File: src/rtl/stopwatch_button_ctrl_pkg.sv
// stopwatch_button_ctrl_pkg: shared state encodings and debounce constants
package stopwatch_button_ctrl_pkg;
    typedef enum logic [1:0] {
        ST_IDLE    = 2'd0,
        ST_RUNNING = 2'd1,
        ST_PAUSED  = 2'd2
    } state_t;
    localparam int DB_CYCLES_DEFAULT = 1000000;
    localparam int DB_CYCLES_SIM     = 8;
endpackage

File: src/rtl/stopwatch_button_ctrl_button_debounce.sv
// button_debounce: 2-FF synchroniser, stability counter and one-cycle press pulse
module button_debounce #(
    parameter int DB_CYCLES = 1000000,
    parameter int CNT_W     = 20
) (
    input  logic clock,
    input  logic reset,
    input  logic raw,
    output logic level,
    output logic press
);
    logic [1:0]       sync_q;
    logic             level_q, level_d, dly_q;
    logic [CNT_W-1:0] cnt_q, cnt_d;
    // count mismatched cycles; the level flips only after DB_CYCLES in a row
    always_comb begin
        cnt_d   = '0;
        level_d = level_q;
        if (sync_q[1] != level_q) begin
            if (cnt_q == CNT_W'(DB_CYCLES - 1)) level_d = ~level_q;
            else cnt_d = cnt_q + 1'b1;
        end
    end
    // synchroniser, debounced level and its one-cycle delay for edge detection
    always_ff @(posedge clock or posedge reset) begin
        if (reset) begin
            sync_q  <= '0;
            level_q <= 1'b0;
            dly_q   <= 1'b0;
            cnt_q   <= '0;
        end else begin
            sync_q  <= {sync_q[0], raw};
            level_q <= level_d;
            dly_q   <= level_q;
            cnt_q   <= cnt_d;
        end
    end
    assign level = level_q;
    assign press = level_q & ~dly_q;
endmodule

File: src/rtl/stopwatch_button_ctrl.sv
// stopwatch_button_ctrl: debounced start/stop and clear buttons driving the run/clear FSM
module stopwatch_button_ctrl
    import stopwatch_button_ctrl_pkg::*;
#(
    parameter int DB_CYCLES = DB_CYCLES_DEFAULT,
    parameter int CNT_W     = 20
) (
    input  logic       clock,
    input  logic       reset,
    input  logic       btn_start_stop,
    input  logic       btn_clear,
    output logic       run,
    output logic       clear_pulse,
    output logic [1:0] state
);
    logic       ss_press, clr_press;
    logic [1:0] unused_level;
    state_t     state_q, state_d;
    logic       run_q, clear_q, clear_d;

    button_debounce #(.DB_CYCLES(DB_CYCLES), .CNT_W(CNT_W)) u_ss (
        .clock(clock), .reset(reset), .raw(btn_start_stop),
        .level(unused_level[0]), .press(ss_press)
    );
    button_debounce #(.DB_CYCLES(DB_CYCLES), .CNT_W(CNT_W)) u_clr (
        .clock(clock), .reset(reset), .raw(btn_clear),
        .level(unused_level[1]), .press(clr_press)
    );

    // clear is honoured only when not counting; start/stop wins while running
    always_comb begin
        state_d = state_q;
        clear_d = 1'b0;
        case (state_q)
            ST_IDLE: begin
                if (clr_press) clear_d = 1'b1;
                else if (ss_press) state_d = ST_RUNNING;
            end
            ST_RUNNING: if (ss_press) state_d = ST_PAUSED;
            ST_PAUSED: begin
                if (clr_press) begin
                    state_d = ST_IDLE;
                    clear_d = 1'b1;
                end else if (ss_press) state_d = ST_RUNNING;
            end
            default: state_d = ST_IDLE;
        endcase
    end

    // state and registered outputs
    always_ff @(posedge clock or posedge reset) begin
        if (reset) begin
            state_q <= ST_IDLE;
            run_q   <= 1'b0;
            clear_q <= 1'b0;
        end else begin
            state_q <= state_d;
            run_q   <= (state_d == ST_RUNNING);
            clear_q <= clear_d;
        end
    end

    assign state       = state_q;
    assign run         = run_q;
    assign clear_pulse = clear_q;
endmodule

File: config.mk
export PLATFORM = sky130hd
export DESIGN_NAME = stopwatch_button_ctrl
export DESIGN_NICKNAME = d
export VERILOG_FILES = /design/src/rtl/stopwatch_button_ctrl_pkg.sv /design/src/rtl/stopwatch_button_ctrl_button_debounce.sv /design/src/rtl/stopwatch_button_ctrl.sv
export SDC_FILE = /design/constraint.sdc
export NUM_CORES = 1
export LEC_CHECK = 0
export ABC_CLOCK_PERIOD_IN_PS = 2250
export CAP_MARGIN = 20
export CORE_MARGIN = 2
export CORE_UTILIZATION = 54
export DETAILED_ROUTE_END_ITERATION = 12
export PLACE_DENSITY = 0.84
export RECOVER_POWER = 50
export REMOVE_ABC_BUFFERS = 1
export SYNTH_ARGS = -nofsm -noshare
export SYNTH_HDL_FRONTEND = slang
export SYNTH_SLANG_ARGS = --single-unit
File: constraint.sdc
create_clock -name clock -period 2.25 [get_ports clock]
set_clock_uncertainty 0.15 [all_clocks]
set_input_delay 0.45 -clock clock [delete_from_list [all_inputs] [get_ports clock]]
set_output_delay 0.45 -clock clock [all_outputs]
set_load 0.02 [all_outputs]
==> flow_summary.json <==
{
  "holdPathEnd": "u_clr.sync_q[1]",
  "vias": 1802,
  "fin_nets": 261,
  "postSynthAreaPerCell_um2": 10.3,
  "critPathMaxStageDelay_ns": 0.53,
  "cp_max_fo": 4,
  "grt_pass1_wl_mm": 7.73,
  "critPathArrivalTime_ns": 2.22,
  "post-place-ws_ns": 0.0838,
  "hold-path-cell-count": 0,
  "gr-usage-all-layers_pct": 19.4,
  "synth_edf_count": 0,
  "clock-sinks": 52,
  "tightest_slew_ns": 1.21,
  "final_max_slew_viol_count": 0,
  "drt_wl_total_mm": 4.26,
  "yosysWarnings": 0,
  "maxCapViolCount": 0,
  "placementRows": 24,
  "fin_crit_ns": 2.18,
  "synthArstFlopShare_pct": 100,
  "path_cells": "or4b_1 -> or4_4 -> nor2_1 -> mux2_2",
  "p_leak_nw": 1.13,
  "core_um2": 4350,
  "rrSetupSlack_ns": 0.07,
  "critPathBufInv": 0,
  "numPortBuffers": 7,
  "dp_hpwl_mm": 2.88,
  "hold_buffers": 0,
  "worstReg2RegStart": "u_ss.cnt_q[8]",
  "hp-start": "u_clr.sync_q[0]",
  "clkTransAtPathRegs_ns": 0.09,
  "peakVddDrop_mv": 0.375,
  "hold_class": "reg2reg",
  "area_growth_pct": 11.6,
  "outcome": "finished, final reports clean",
  "cp-end-kind": "flop",
  "cts_buffers": 5,
  "synth.distinct_cells": 35,
  "finalCritPeriodShare_pct": 96.8,
  "syn_area_um2": 2440,
  "drive_gt1_share_pct": 10.5,
  "rsz0062_at_grt": "no",
  "tns_ns": 0,
  "post_cts_resized": 0,
  "ff2ff_path_depth": 4,
  "critical_path_class": "reg2reg",
  "die_h_um": 71.2,
  "setup_viol": 0,
  "clock-root-buffer": "clkbuf_8",
  "n_antenna_cell": 0,
  "cts_tree": "done",
  "ys_ff_latch": 52,
  "critPathSlowestCell": "or4_4",
  "floorplan.initialDensity_pct": 56.0,
  "first_pass_iters": 4,
  "syn_inst": 236,
  "via_per_inst": 5.85,
  "final_util_pct": 62.5,
  "synth_seq_area_share_pct": 53.4,
  "synth_top_flop_cell": "dfrtp_1",
  "routabilityCongestion": 0.879,
  "clock_latency_ns": 0.31,
  "wl_per_cell_um": 13.8,
  "boundaryPins": 8,
  "dieWidth_um": 71.2,
  "reg2reg_to": "u_ss.level",
  "ant_nets": 0,
  "n_fill_cell": 330,
  "p_per_area_nw_per_um2": 571,
  "slew_headroom_pct": 19.0,
  "cts_htree_levels": 2,
  "drt_iter0_drc": 134,
  "drc": 0,
  "antenna_found_initial": 0,
  "grt_pass1_vias": 1739,
  "grt_overflow": 0,
  "die_area_um2": 5070,
  "clock_path_buffers": 2,
  "hold_viol": 0,
  "grt_start_max_net_pins": 53,
  "cts_setup_buffers": 0,
  "cp-start-kind": "flop",
  "required_ns": 2.29,
  "final.setup.worst_slack_ns": 0.0720,
  "hold_ws_ns": 0.219,
  "fmax_mhz": 459,
  "cp_top_family": "simple AND/OR/NAND/NOR gates"
}
-- power breakdown --
| part | switching, mW | total, mW | internal (mW) |
|---|---|---|---|
| Sequential | 0.0143 | 0.960 | 0.946 |
| Combinational | 0.0411 | 0.0614 | 0.0204 |
| Clock | 0.288 | 0.534 | 0.246 |
-- cells in the final DEF, fill, tap and decap left out, types with 4 or more instances in the layout --
master	synthesis	final
nand2b_1	5	5
inv_1	7	6
nand3_1	14	14
nor4_1	10	10
nor2_1	34	34
clkdlybuf4s50_1	0	4
nand4_1	11	11
a21oi_1	9	9
clkbuf_8	0	6
xnor2_1	18	18
nor3_1	5	5
or3_1	5	5
nand2_1	13	13
o31ai_1	5	4
or4_1	5	5
dfrtp_1	52	52
xor2_1	11	11
buf_4	0	8
-- metrics by stage --
stage,std cells,power (mW),instance area [um^2]
CTS,308,1.58,2740
detailed placement,300,1.05,2650
floorplan,231,1.01,2400
global route,308,1.62,2720
global placement,300,1.04,2650
finish,308,1.56,2720
-- per-layer routing --
layer  wire length (um)  up-vias  GRT usage (%)
li1                   -      882              -
met1               1990      876           25.6
met2               2040       37           30.2
met3                168        7           5.56
met4                 61        0           7.55
met5                  0        -              0
-- worst register-to-register path: cells and delay by family (launching register included) --
kind / cells / cell delay (ns)
flip-flops: 1 / 0.42
AND/OR/NAND/NOR: 3 / 1.16
multiplexers: 1 / 0.33
-- worst max-delay path by stage --
stage                           end  slack (ns)             from  cells after the start
global route         u_ss.cnt_q[19]        0.03    u_ss.cnt_q[8]                      5
floorplan           u_clr.cnt_q[10]       -0.17  u_clr.cnt_q[10]                      4
global placement         u_ss.level        0.13    u_ss.cnt_q[8]                      4
CTS                      u_ss.level        0.07    u_ss.cnt_q[8]                      4
finish                   u_ss.level        0.07    u_ss.cnt_q[8]                      4
detailed placement       u_ss.level        0.08    u_ss.cnt_q[8]                      4
-- Yosys cell counts (7+ instances only) --
master / instances / area [um^2]
nor2_1: 34 / 128
nand2_1: 13 / 48.8
a21oi_1: 9 / 45.0
nand3_1: 14 / 70.1
inv_1: 7 / 26.3
nor4_1: 10 / 62.6
nand4_1: 11 / 68.8
xor2_1: 11 / 96.3
dfrtp_1: 52 / 1300
xnor2_1: 18 / 158
-- registers in the layout, summed over array words and instances (netlist names), 2 cells and up --
signal / count
u_clr.sync_q: 2
u_ss.sync_q: 2
u_ss.cnt_q: 20
u_clr.cnt_q: 20
state: 2
-- kinds of logic (layout without fill, tap and decap cells) --
group,count (synthesis),after routing,share of synthesized area (%)
AOI/OAI and AO/OA,21,21,5.34
muxes,4,4,1.74
buffers and inverters,12,32,2.46
adders and majority gates,2,2,1.03
and+or+nand+nor,116,116,25.7
DFF,52,52,53.4
xor gates and xnor gates,29,29,10.4
-- area by class of cell --
class | instances | area [um^2] | share of cell area (%)
tap | 52 | 65.1 | 2.39
sequential | 52 | 1300 | 47.8
inverter | 7 | 26.3 | 0.965
clock buffer | 6 | 82.6 | 3.03
clock inverter | 2 | 10.0 | 0.368
timing repair buffer | 17 | 155 | 5.70
multi-input combinational | 172 | 1080 | 39.8
Note: power is estimated with default switching activity, not from simulation.
